## src/rtl/vga_timing_pkg.sv

```systemverilog
// Shared raster constants and helpers for the VGA path (640x480@60 defaults).
// Renderers reuse h_total()/v_total() for address scaling.
package vga_timing_pkg;

    typedef logic [9:0] coord_t;

    localparam int H_VISIBLE_DEF = 640;
    localparam int H_FRONT_DEF   = 16;
    localparam int H_SYNC_DEF    = 96;
    localparam int H_BACK_DEF    = 48;
    localparam int V_VISIBLE_DEF = 480;
    localparam int V_FRONT_DEF   = 10;
    localparam int V_SYNC_DEF    = 2;
    localparam int V_BACK_DEF    = 33;

    function automatic int h_total(input int vis, input int front, input int sync, input int back);
        return vis + front + sync + back;
    endfunction

    function automatic int v_total(input int vis, input int front, input int sync, input int back);
        return vis + front + sync + back;
    endfunction

endpackage

```

## src/rtl/vga_timing_gen_sync_delay.sv

```systemverilog
// Delays the {hs,vs} pair by DEPTH registered stages (0 = combinational bypass).
// Free-running, no backpressure; stages reset to the inactive sync level.
module sync_delay #(
    parameter int         DEPTH    = 1,
    parameter logic [1:0] INACTIVE = 2'b11
) (
    input  logic       clk_i,
    input  logic       rst_ni,
    input  logic [1:0] sync_i,
    output logic [1:0] sync_o
);

    if (DEPTH == 0) begin : g_bypass
        logic unused_clk_rst;
        assign unused_clk_rst = clk_i ^ rst_ni;
        assign sync_o         = sync_i;
    end else begin : g_pipe
        logic [1:0] stage_q [DEPTH];

        always_ff @(posedge clk_i or negedge rst_ni) begin
            if (!rst_ni) begin
                for (int i = 0; i < DEPTH; i++) stage_q[i] <= INACTIVE;
            end else begin
                stage_q[0] <= sync_i;
                for (int i = 1; i < DEPTH; i++) stage_q[i] <= stage_q[i-1];
            end
        end

        assign sync_o = stage_q[DEPTH-1];
    end

endmodule

```

## src/rtl/vga_timing_gen.sv

```systemverilog
// Raster timing source: DrawX/DrawY/blank same-cycle from counters, hs/vs delayed PIPE_DELAY cycles.
// Free-running on vga_clk, no backpressure; one start-up cycle after reset release.
module vga_timing_gen
    import vga_timing_pkg::*;
#(
    parameter int H_VISIBLE  = H_VISIBLE_DEF,
    parameter int H_FRONT    = H_FRONT_DEF,
    parameter int H_SYNC     = H_SYNC_DEF,
    parameter int H_BACK     = H_BACK_DEF,
    parameter int V_VISIBLE  = V_VISIBLE_DEF,
    parameter int V_FRONT    = V_FRONT_DEF,
    parameter int V_SYNC     = V_SYNC_DEF,
    parameter int V_BACK     = V_BACK_DEF,
    parameter bit SYNC_POL   = 1'b0,
    parameter int PIPE_DELAY = 1
) (
    input  logic       vga_clk,
    input  logic       reset_n,
    output coord_t     DrawX,
    output coord_t     DrawY,
    output logic       blank,
    output logic       hs,
    output logic       vs,
    output logic       line_start,
    output logic       frame_start,
    output logic [7:0] frame_count
);

    localparam int H_TOTAL = h_total(H_VISIBLE, H_FRONT, H_SYNC, H_BACK);
    localparam int V_TOTAL = v_total(V_VISIBLE, V_FRONT, V_SYNC, V_BACK);

    if (H_TOTAL > 1024 || V_TOTAL > 1024) begin : g_bad_total
        $error("vga_timing_gen: H_TOTAL/V_TOTAL must not exceed 1024");
    end
    if (PIPE_DELAY < 0 || PIPE_DELAY > 4) begin : g_bad_delay
        $error("vga_timing_gen: PIPE_DELAY must be within 0..4");
    end

    localparam coord_t      H_LAST = coord_t'(H_TOTAL - 1);
    localparam coord_t      V_LAST = coord_t'(V_TOTAL - 1);
    // 11-bit bounds so a window ending exactly at 1024 still compares correctly
    localparam logic [10:0] H_VIS  = 11'(H_VISIBLE);
    localparam logic [10:0] V_VIS  = 11'(V_VISIBLE);
    localparam logic [10:0] HS_BEG = 11'(H_VISIBLE + H_FRONT);
    localparam logic [10:0] HS_END = 11'(H_VISIBLE + H_FRONT + H_SYNC);
    localparam logic [10:0] VS_BEG = 11'(V_VISIBLE + V_FRONT);
    localparam logic [10:0] VS_END = 11'(V_VISIBLE + V_FRONT + V_SYNC);

    logic       run_q;
    coord_t     x_q, x_d, y_q, y_d;
    logic [7:0] fc_q, fc_d;
    logic       hs_win, vs_win, hs_raw, vs_raw;
    logic [1:0] sync_dly;

    always_comb begin
        x_d  = x_q;
        y_d  = y_q;
        fc_d = fc_q;
        if (run_q) begin
            if (x_q == H_LAST) begin
                x_d = '0;
                if (y_q == V_LAST) begin
                    y_d  = '0;
                    fc_d = fc_q + 8'd1;
                end else begin
                    y_d = y_q + 10'd1;
                end
            end else begin
                x_d = x_q + 10'd1;
            end
        end
    end

    always_ff @(posedge vga_clk or negedge reset_n) begin
        if (!reset_n) begin
            run_q <= 1'b0;
            x_q   <= '0;
            y_q   <= '0;
            fc_q  <= '0;
        end else begin
            run_q <= 1'b1;
            x_q   <= x_d;
            y_q   <= y_d;
            fc_q  <= fc_d;
        end
    end

    assign hs_win = ({1'b0, x_q} >= HS_BEG) && ({1'b0, x_q} < HS_END);
    assign vs_win = ({1'b0, y_q} >= VS_BEG) && ({1'b0, y_q} < VS_END);
    assign hs_raw = hs_win ? SYNC_POL : ~SYNC_POL;
    assign vs_raw = vs_win ? SYNC_POL : ~SYNC_POL;

    sync_delay #(
        .DEPTH    (PIPE_DELAY),
        .INACTIVE ({~SYNC_POL, ~SYNC_POL})
    ) u_sync_delay (
        .clk_i  (vga_clk),
        .rst_ni (reset_n),
        .sync_i ({hs_raw, vs_raw}),
        .sync_o (sync_dly)
    );

    assign hs          = sync_dly[1];
    assign vs          = sync_dly[0];
    assign DrawX       = x_q;
    assign DrawY       = y_q;
    assign blank       = run_q && ({1'b0, x_q} < H_VIS) && ({1'b0, y_q} < V_VIS);
    assign line_start  = run_q && (x_q == '0);
    assign frame_start = line_start && (y_q == '0);
    assign frame_count = fc_q;

endmodule

```

## config.mk

```make
export PLATFORM = sky130hd
export DESIGN_NAME = vga_timing_gen
export DESIGN_NICKNAME = d
export VERILOG_FILES = /design/src/rtl/vga_timing_pkg.sv /design/src/rtl/vga_timing_gen_sync_delay.sv /design/src/rtl/vga_timing_gen.sv
export SDC_FILE = /design/constraint.sdc
export NUM_CORES = 1
export LEC_CHECK = 0
export BUFFER_PORTS_ARGS = -buffer_cell sky130_fd_sc_hd__buf_4
export CORE_ASPECT_RATIO = 1.25
export CORE_MARGIN = 4
export CORE_UTILIZATION = 48
export DETAILED_ROUTE_END_ITERATION = 10
export HOLD_SLACK_MARGIN = 0.06
export PLACE_DENSITY = 0.74
export SYNTH_ARGS = -nofsm -noshare
export SYNTH_HDL_FRONTEND = slang
export SYNTH_SLANG_ARGS = --single-unit
export TNS_END_PERCENT = 30
```

## constraint.sdc

```tcl
create_clock -name vga_clk -period 2 [get_ports vga_clk]
set_input_delay 0.1 -clock vga_clk [delete_from_list [all_inputs] [get_ports vga_clk]]
set_output_delay 0.1 -clock vga_clk [all_outputs]
set_load 0.005 [all_outputs]
```

# Word-level counts from Yosys, hierarchy flattened
# Cells that the tools add are included.
# totals
ff_bits	31
input_bits	2
# op_classes
n_addsub	3
n_lt_le_gt_ge	6
eq_ne	2
mux	4
n_reduce_logical	10
# ops
cell	n
adder 10 x 1 -> 10 bit, second input constant	2
== test 10 bit, second input constant	2
logical NOT 10 bit	2
< comparator 10 bit, second input constant	2
< comparator 10 x 9 -> 1 bit, second input constant	2
two-way mux 10 bit	2
greater-or-equal comparator 10 bit, second input constant	1
greater-or-equal comparator 10 x 9 -> 1 bit, second input constant	1
adder 8 x 1 -> 8 bit, second input constant	1
logical AND 1 bit	6
AND reduction 3 bit	1
two-way mux 1 bit	2
AND reduction 2 bit	1

# Depth between registers and ports, before layout
# Gate-level depths: netlist of the first run.
# logic_depth
ltp_word	3
ltp_mapped	6

# Hierarchy
# Synthesis of the first run repeated with hierarchy kept, for this count alone.
# unflattened
hier_cells	153
area_unflattened_um2	1652.8
# modules_own_cells
module	instances	cells_each	area_each_um2	seq_area_each_um2
vga_timing_gen	1	151	1600.3	725.7
sync_delay	1	2	52.6	52.6

# Worst setup path before layout of the first run
# Ideal clock, no wire load.
# synth_path
kind	register to register
startpoint	reg x_q[6], in the netlist DrawX[6]
endpoint	reg fc_q[1], in the netlist frame_count[1]
arrival_ns	1.923
required_time_ns	1.872
path_slack_ns	-0.051
stages_incl_launch_ff	7
period_less_slack_ns	2.051
cell_sequence	dfrtp_1 > or2_1 > buf_6 > or4_4 > buf_6 > nor2_2 > mux2_1
# synth_between
elab_chain_len	2
# synth_rtl
element	line	text
start, declared	vga_timing_gen.sv:50	coord_t x_q, x_d, y_q, y_d;
start signal, assigned	vga_timing_gen.sv:77	x_q <= '0;
start signal, assigned	vga_timing_gen.sv:82	x_q <= x_d;
== test 10 bit	vga_timing_gen.sv:60	if (x_q == H_LAST) begin
AND reduction 3 bit (no source line)	n/a	
end signal, assigned	vga_timing_gen.sv:79	fc_q <= '0;
end signal, assigned	vga_timing_gen.sv:84	fc_q <= fc_d;
end, declared	vga_timing_gen.sv:51	logic [7:0] fc_q, fc_d;
# No other way between the ends.
# A chain may end at the register's enable or synchronous reset.

# Worst setup path after layout of the first run
# layout_path
startpoint	reg x_q[0], in the netlist DrawX[0]
endpoint	out frame_start
# layout_between
elab_chain_len	3
# layout_rtl
element	line	text
logical NOT 10 bit	vga_timing_gen.sv:108	assign line_start = run_q && (x_q == '0);
logical AND 1 bit	vga_timing_gen.sv:108	
logical AND 1 bit	vga_timing_gen.sv:109	assign frame_start = line_start && (y_q == '0);
end, declared	vga_timing_gen.sv:25	output logic frame_start,
# No other way between the ends.

==> impl_metrics.yaml, run 1 <==
finish:
  layout_commonest_cell: "buf_4"
  layout_common_cells: "53 x buf_4, 29 x dfrtp_1, 13 x nand2_1, 10 x nor2_1, 10 x xor2_1"
  fillCellCount: 268
  area_growth_pct: 34.59
  drive_above_1_share_pct: 35.98
  diodes: 0
  nNetsFinal: 221
logic_synthesis:
  netlist-cell-type-count: 37
  synth_cells: 158
  ys_ff_latch: 31
  ys_async_sr_fraction_pct: 100.0
  synthAdderAreaFrac_pct: 4.521
  synth-simple-area-share_pct: 27.43
  synth_xor_area_share_pct: 8.968
  muxShareOfSynthArea_pct: 3.316
  synth_top_family_by_area: "simple AND/OR/NAND/NOR gates"
  synthFlopType: "dfrtp_1"
  synth_area_um2: 1660
  synth-edff-count: 0
  synth_nets: 166
  synth-compound-area-share_pct: 5.350
  seq_area_frac_synth_pct: 46.87
  synth_warnings: 0
  avgSynthCellArea_um2: 10.51
global_routing:
  grt_max_degree: 32
  use_met2_pct: 34.72
  overflow: 0
  grt_pass1_wl_um: 6644
  met3_usage_pct: 5.800
  busiest_layer: "met2"
  antenna_found_initial: 0
  grtUsageTotal_pct: 19.71
  grt_pass1_vias: 1496
  grt_use_met1_pct: 21.80
routing:
  drc_errors: 0
  drt-vias-per-instance: 5.677
  num_vias: 1425
  ant_nets: 0
  wl_um: 3944
  wl_per_cell_um: 15.71
  drt_iter0_drc: 85
  firstDrtPassIters: 4
sta:
  finClkSkew_ns: 0.005130
  finalCriticalPeriod_ns: 1.947
  setup_viol: 0
  finalCritPeriodShare_pct: 97.34
  drv_slew: 0
  setup_ws_ns: 0.05321
  max_freq_mhz: 513.7
  setup_tns_ns: 0
  timing.final.hold_violations: 0
  rsz0062_at_grt: "true"
pwr:
  pwr-share-seq_pct: 46.5
  swShare_pct: 29.19
  vdd_ir_drop_max_uv: 578.1
  intPower_mw: 1.125
  power.share.clock_pct: 31.6
  power_switching_mw: 0.4636
  p_leak_nw: 1.099
  combPwrFrac_pct: 21.9
  p_per_area_nw_per_um2: 710.7
clocking:
  clk_pin_slew_ns: 0.07
  clockBufferDepth: 2
  htreeDepth: 2
  numClockSinks: 31
  cts_tree: "done"
  numCtsBuffers: 5
  root_buffer: "clkbuf_8"
  clk-insertion-delay-late_ns: 0.28
place:
  port-buffer-count: 34
  dpl.hpwl_um: 2916
  gp_congestion: 0.8982
  pre_cts_ws_ns: 0.05701
floorplan:
  fp-row-count: 23
  die_w_um: 60.61
  dieArea_um2: 4470
  io_pins: 35
  fp.dieH_um: 73.76
  core_area_um2: 3281
  start_util_pct: 50.61
critical_path:
  end_kind: "output port"
  r2r_cells: 5
  critical_path_peak_fanout: 4
  cp.required_ns: 1.90
  crit_arrival_ns: 1.85
  start_kind: "flip-flop"
  timing.critical_path.cells: "inv_1, ha_1, nor4b_1, nand3_1, nor3_2, and2_1, buf_4"
  crit_slowest_cell: "dfrtp_1"
  rr_startpoint: "DrawX[0]"
  path_class: "reg2out"
  r2r-end: "frame_count[7]"
  r2r_slack_ns: 0.05
  slowest_delay_ns: 0.41
run:
  max_cap_violations: 0
status:
  status: "complete, no violations"
hold_path:
  hp-class: "in2async"
==> stage by stage <==
stage | hold WS (ns) | power, mW | std cells | utilization [%] | cell area (um2)
finish | 0.2782 | 1.588 | 251 | 68.12 | 2235
global route | 0.3084 | 1.670 | 251 | 68.12 | 2235
CTS | 0.3024 | 1.593 | 250 | 67.35 | 2210
detailed placement | 0.05484 | 1.088 | 239 | 62.51 | 2051
global placement | 0.04988 | 1.079 | 239 | 62.51 | 2051
floorplan | -0.1956 | 0.9328 | 158 | - | 1669
==> cell type report <==
cell class | count | area [um2] | share of cell area [%]
clock inverters | 1 | 5.005 | 0.2240
inverters | 4 | 15.01 | 0.6719
multi-input cells | 117 | 895.9 | 40.09
repair buffers | 54 | 407.9 | 18.25
well taps | 37 | 46.29 | 2.072
clock buffers | 7 | 86.33 | 3.863
flip-flops and latches | 31 | 778.2 | 34.83
==> per-layer routing <==
metal / vias up / wire [um]
li1: 683 / -
met1: 690 / 1575
met2: 39 / 2077
met3: 13 / 189
met4: 0 / 102
met5: - / 0
==> worst max-delay path: cells and delay by family (launching register included) <==
kind | cells | cell delay, ns
and+or+nand+nor | 4 | 0.79
DFF | 1 | 0.41
buffers and inverters | 2 | 0.21
adders and majority gates | 1 | 0.15
==> power by group through the flow <==
| stage | clock network, mW | registers [mW] | logic, mW |
|---|---|---|---|
| floorplan | 0 | 0.755 | 0.178 |
| global route | 0.544 | 0.745 | 0.380 |
| global placement | 0 | 0.744 | 0.335 |
| CTS | 0.508 | 0.738 | 0.348 |
| detailed placement | 0 | 0.749 | 0.339 |
| finish | 0.502 | 0.739 | 0.347 |
==> Yosys cell counts (2+ instances only) <==
| cell | count | area [um2] |
|---|---|---|
| clkbuf_1 | 2 | 7.510 |
| nor4_2 | 4 | 50.05 |
| nor4b_1 | 3 | 26.28 |
| buf_2 | 2 | 10.01 |
| nand4_1 | 9 | 56.30 |
| o21ai_0 | 7 | 35.03 |
| buf_6 | 2 | 22.52 |
| and4_1 | 3 | 26.28 |
| nand3_1 | 9 | 45.04 |
| dfstp_2 | 2 | 52.55 |
| and3_1 | 5 | 31.28 |
| inv_1 | 4 | 15.01 |
| nor3_1 | 3 | 15.01 |
| and4b_1 | 3 | 30.03 |
| and2_1 | 2 | 12.51 |
| a21oi_1 | 3 | 15.01 |
| nand2_1 | 14 | 52.55 |
| dfrtp_1 | 29 | 725.7 |
| nor2_1 | 10 | 37.54 |
| xor2_1 | 10 | 87.58 |
| ha_1 | 6 | 75.07 |
| xnor2_1 | 7 | 61.31 |
| mux2_2 | 2 | 22.52 |
| mux2_1 | 2 | 22.52 |
| nor4_1 | 3 | 18.77 |
==> registers in the layout, indices dropped and copies added (netlist names) <==
| name | flops |
|---|---|
| DrawX | 10 |
| u_sync_delay.sync_o | 2 |
| DrawY | 10 |
| frame_count | 8 |
| run_q | 1 |
==> how the worst max path moves through the flow <==
stage / slack [ns] / startpoint / cells after the start / to
after global placement: 0.14 / DrawX[0] / 5 / frame_count[7]
after floorplan: 0.006 / DrawX[5] / 6 / frame_count[1]
after detailed placement: 0.06 / DrawY[0] / 7 / frame_count[4]
final: 0.05 / DrawX[0] / 7 / frame_start
after CTS: 0.001 / DrawY[0] / 8 / frame_start
after global routing: -0.08 / DrawX[0] / 5 / frame_count[7]
==> what timing repair did <==
item                                    CTS  global route
hold buffers                              1             0
endpoints found under the hold margin    31             0
endpoints found under the setup margin    1             7
setup buffers                             2             1
pin swaps                                 1             1
resized for setup                         8             2
==> kinds of logic after synthesis <==
logic type / after synthesis
buffers and inverters: 10
adder cells (fa/ha/maj): 6
AO/OA/AOI/OAI: 15
multiplexers: 5
AND/OR/NAND/NOR: 73
XOR/XNOR: 17
other: 1
flip-flops: 31
Note: power is estimated with default switching activity, not from simulation.
==> run 2: changes to the inputs <==
Settings changed: SYNTH_HIERARCHICAL from default to 1.
==> impl_metrics.yaml, run 2 <==
logic_synthesis:
  synth_common_cells: "29 x dfrtp_1, 12 x nand3_1, 12 x xnor2_1"
  synth_top_area_share_pct: 43.91
  ys_async_sr_fraction_pct: 100.0
  avgSynthCellArea_um2: 10.80
  synth.most_common_cell: "dfrtp_1"
  synth_area_um2: 1653
  ys_ff_latch: 31
  synthTopCellsByArea: "dfrtp_1 44%, xnor2_1 6.4%, ha_1 4.5%"
  synthFlopType: "dfrtp_1"
  netlist-cell-type-count: 40
  synth_warnings: 6
  synth_nets: 161
  seq_area_frac_synth_pct: 47.09
  synth-edff-count: 0
  yosysTopAreaCell: "dfrtp_1"
  synth_cells: 153
finish:
  drive_above_1_share_pct: 32.83
  area_growth_pct: 28.16
  final_cells: 235
  nNetsFinal: 205
  layout_common_cells: "42 x buf_4, 29 x dfrtp_1, 12 x xnor2_1, 11 x nand3_1"
  layout_commonest_cell: "buf_4"
  diodes: 0
  fin_util_pct: 65.14
  fin_area_um2: 2118
floorplan:
  io_pins: 35
  fp-row-count: 23
  core_area_um2: 3252
  dieArea_um2: 4452
  start_util_pct: 50.83
  die_w_um: 60.49
  fp.dieH_um: 73.61
critical_path:
  cp.required_ns: 2.17
  start_kind: "flip-flop"
  critical_path_peak_fanout: 5
  path_class: "reg2reg"
  crit_arrival_ns: 2.06
  r2r_slack_ns: 0.10
  end_kind: "flip-flop"
routing:
  wl_um: 3852
  drt-vias-per-instance: 5.706
  drc_errors: 0
  drt_iter0_drc: 31
  ant_nets: 0
  firstDrtPassIters: 4
  wl_per_cell_um: 16.39
  num_vias: 1341
clocking:
  clockBufferDepth: 2
  clk-insertion-delay-late_ns: 0.28
  cts_tree: "done"
  htreeDepth: 2
  numCtsBuffers: 5
  clk_pin_slew_ns: 0.06
  numClockSinks: 31
  root_buffer: "clkbuf_8"
place:
  dpl_cell_area_um2: 1961
  placedCellCount: 224
  gp_congestion: 0.8822
  pre_cts_ws_ns: 0.1103
  port-buffer-count: 34
  dpl.hpwl_um: 2755
sta:
  finalCritPeriodShare_pct: 94.79
  setup_viol: 0
  finClkSkew_ns: 0.003077
  drv_slew: 0
  max_freq_mhz: 527.5
  holdWs_ns: 0.2836
  setup_ws_ns: 0.1043
  setup_tns_ns: 0
  finalCriticalPeriod_ns: 1.896
  timing.final.hold_violations: 0
global_routing:
  antenna_found_initial: 0
  grt_pass1_vias: 1294
  grtUsageTotal_pct: 19.30
  grt_max_degree: 32
  grt_pass1_wl_um: 6354
  overflow: 0
pwr:
  p_per_area_nw_per_um2: 770.3
  power_mw: 1.632
  p_leak_nw: 1.036
  vdd_ir_drop_max_uv: 589.7
run:
  max_cap_violations: 0
hold_path:
  hp-class: "in2async"
status:
  status: "complete, no violations"
==> run 2: cell type report <==
cell class | instances | area [um2]
clock buffers | 8 | 100.1
fillers | 267 | 1134
inverters | 4 | 15.01
multi-input cells | 112 | 853.3
flip-flops and latches | 31 | 778.2
well taps | 37 | 46.29
repair buffers | 43 | 325.3
==> run 2: worst paths after layout <==
| check | start | to | depth (start not counted) |
|---|---|---|---|
| worst min register to register | frame_count[7] | frame_count[7] | 1 |
| worst max register to register | DrawY[0] | frame_count[1] | 6 |
| worst max-delay path | DrawY[0] | frame_count[1] | 6 |
| worst min-delay path | reset_n | DrawY[6] | 2 |
| min in group vga_clk | frame_count[7] | frame_count[7] | 1 |
| max in group asynchronous | reset_n | u_sync_delay/sync_o[1] | 2 |
==> run 2: where the power goes <==
group / switching [mW] / total (mW) / leakage, nW / internal [mW]
clock network: 0.222 / 0.536 / 0.0515 / 0.314
registers: 0.114 / 0.794 / 0.413 / 0.680
logic: 0.151 / 0.302 / 0.571 / 0.151
==> run 2: worst max-delay path, cell delays in order (launching register included) <==
cell and delay, ns:
dfrtp_1 0.42, inv_1 0.12, ha_1 0.19, nor4b_4 0.27, and3_2 0.30, and2_4 0.18
mux2_4 0.29
==> run 2: per-layer routing <==
metal  global-route usage (%)  routed length [um]  vias up
li1                         -                   -      645
met1                    24.83                1595      643
met2                    30.77                1917       44
met3                    5.272                 247        9
met4                    7.229                  93        0
met5                        0                   0        -
==> run 2: cells by family after synthesis <==
logic type | after synthesis | share of synthesized area [%]
and+or+nand+nor | 69 | 27.10
adders and majority gates | 6 | 4.542
DFF | 31 | 47.09
AOI/OAI and AO/OA | 13 | 4.845
muxes | 4 | 2.876
buffers and inverters | 10 | 3.254
other | 1 | 0.2269
xor gates and xnor gates | 19 | 10.07
==> run 2: repair_timing <==
action / 4_1_cts / 5_1_grt
gates resized for setup: 1 / 6
buffers inserted: 0 / 2
hold buffers: 1 / 0
setup endpoints to repair: 1 / 4
hold endpoints to repair: 29 / 0
pin swaps: 0 / 2
==> run 3: changes to the inputs <==
Settings changed: PLACE_DENSITY 0.74 to 0.72.
Clock period 2 ns to 2.4 ns, I/O delays scaled along.
==> impl_metrics.yaml, run 3 (synthesis gave the netlist of run 2 again) <==
status:
  status: "complete, no violations"
clocking:
  clockBufferDepth: 2
  numCtsBuffers: 5
  cts_tree: "done"
  post-cts-setup-buffers: 0
  clk-insertion-delay-late_ns: 0.28
  numClockSinks: 31
  root_buffer: "clkbuf_8"
  clk_pin_slew_ns: 0.06
  htreeDepth: 2
pwr:
  intPower_mw: 0.9391
  power_switching_mw: 0.3811
  p_per_area_nw_per_um2: 649.4
  power.share.clock_pct: 34.2
  swShare_pct: 28.87
  pwr-share-seq_pct: 49.1
  vdd_ir_drop_max_uv: 435.8
  p_leak_nw: 0.9954
  combPwrFrac_pct: 16.7
place:
  dpl.hpwl_um: 2781
  port-buffer-count: 34
  gp_congestion: 0.8767
  placedCellCount: 219
  pre_cts_ws_ns: 0.4695
critical_path:
  start_kind: "flip-flop"
  path_class: "reg2out"
  path_delay_family: "simple AND/OR/NAND/NOR gates"
  cp_num_buf_inv: 2
  timing.critical_path.cells: "inv_1, ha_1, nor4b_1, nand3_1, nor3_1, and4_1, buf_4"
  critical_path_peak_fanout: 4
  end_kind: "output port"
  cp.required_ns: 2.28
  crit_arrival_ns: 1.92
  crit_slowest_cell: "dfrtp_1"
  slowest_delay_ns: 0.41
routing:
  num_vias: 1339
  drt-vias-per-instance: 5.873
  wl_um: 3801
  wl_per_cell_um: 16.67
  ant_nets: 0
  drt_iter0_drc: 43
  firstDrtPassIters: 4
  drc_errors: 0
sta:
  finalCriticalPeriod_ns: 2.040
  finClkSkew_ns: 0.006055
  drv_slew: 0
  setup_tns_ns: 0
  timing.final.hold_violations: 0
  setup_ws_ns: 0.3604
  rsz0062_at_grt: "false"
  finalCritPeriodShare_pct: 84.98
  setup_viol: 0
  max_freq_mhz: 490.3
hold_path:
  hp-class: "in2async"
floorplan:
  die_w_um: 60.49
  core_area_um2: 3252
  dieArea_um2: 4452
  io_pins: 35
  fp-row-count: 23
  start_util_pct: 50.83
  fp.dieH_um: 73.61
finish:
  layout_commonest_cell: "buf_4"
  nNetsFinal: 198
  final_cells: 228
  area_growth_pct: 23.01
  drive_above_1_share_pct: 27.75
  layout_common_cells: "35 x buf_4, 29 x dfrtp_1, 12 x nand3_1, 12 x xnor2_1"
  diodes: 0
global_routing:
  grt_pass1_vias: 1347
  grt_max_degree: 32
  overflow: 0
  grtUsageTotal_pct: 19.20
  antenna_found_initial: 0
  grt_pass1_wl_um: 6410
run:
  max_cap_violations: 0
## run 3: changes by cell type in the layout (fill, tap and decap cells not counted)
cell,previous run,this run
buf_4,42,35
and3_1,5,6
and3_2,2,1
inv_1,3,4
inv_2,1,0
nand3_1,11,12
nand3_2,1,0
nor3_1,2,3
nor3_4,2,1
nor4b_1,1,2
nor4b_4,2,1
## run 3: final cells by class
| class | instances | area, um2 |
|---|---|---|
| Fill cell | 272 | 1219 |
| Multi-Input combinational cell | 112 | 820.8 |
| Sequential cell | 31 | 778.2 |
| Timing Repair Buffer | 36 | 272.8 |
| Clock buffer | 8 | 100.1 |
| Tap cell | 37 | 46.29 |
| Inverter | 4 | 15.01 |
## run 3: layer usage
| layer | vias to the layer above | wire, um | global-route usage [%] |
|---|---|---|---|
| met5 | - | 0 | 0 |
| met4 | 0 | 42 | 7.470 |
| met3 | 5 | 251 | 4.042 |
| met2 | 49 | 1915 | 32.57 |
| met1 | 653 | 1592 | 23.47 |
| li1 | 632 | - | - |
## run 3: path summary, 6_finish.rpt
path                            slack [ns]                     end  cells past startpoint      startpoint
worst max-delay path                  0.36             frame_start                      7        DrawX[0]
worst min-delay path                  0.31                DrawY[6]                      2         reset_n
worst max register to register        0.42          frame_count[1]                      6        DrawY[0]
worst min register to register        0.47          frame_count[7]                      1  frame_count[7]
max in group asynchronous             1.77  u_sync_delay/sync_o[1]                      2         reset_n
min in group vga_clk                  0.47          frame_count[7]                      1  frame_count[7]
## run 3: worst register-to-register path, cell delays in order, from the launching register on
cell and delay [ns]:
dfrtp_1 0.42, inv_1 0.12, ha_1 0.16, nor4b_4 0.25, and3_1 0.40, and2_4 0.23, mux2_4 0.29
## run 3: timing repair
item,4_1_cts,5_1_grt
endpoints found under the hold margin,29,0
gates resized for setup,0,0
hold buffers,1,0
## run 3: power by group through the flow
stage	Combinational [mW]	Clock [mW]	Sequential, mW
3_3_place_gp	0.221	0	0.650
3_5_place_dp	0.223	0	0.654
5_1_grt	0.246	0.482	0.662
4_1_cts	0.225	0.461	0.647
6_report	0.221	0.452	0.648
2_1_floorplan	0.154	0	0.629
## run 3: stage by stage
step                util (%)  power (mW)  cell area (um2)  hold slack [ns]
finish                 62.52       1.320             2033           0.3083
global route           62.52       1.390             2033           0.3449
CTS                    62.52       1.333             2033           0.3245
detailed placement     59.14      0.8771             1923          0.07663
global placement       59.14      0.8702             1923          0.07341
floorplan                  -      0.7836             1653          -0.1756
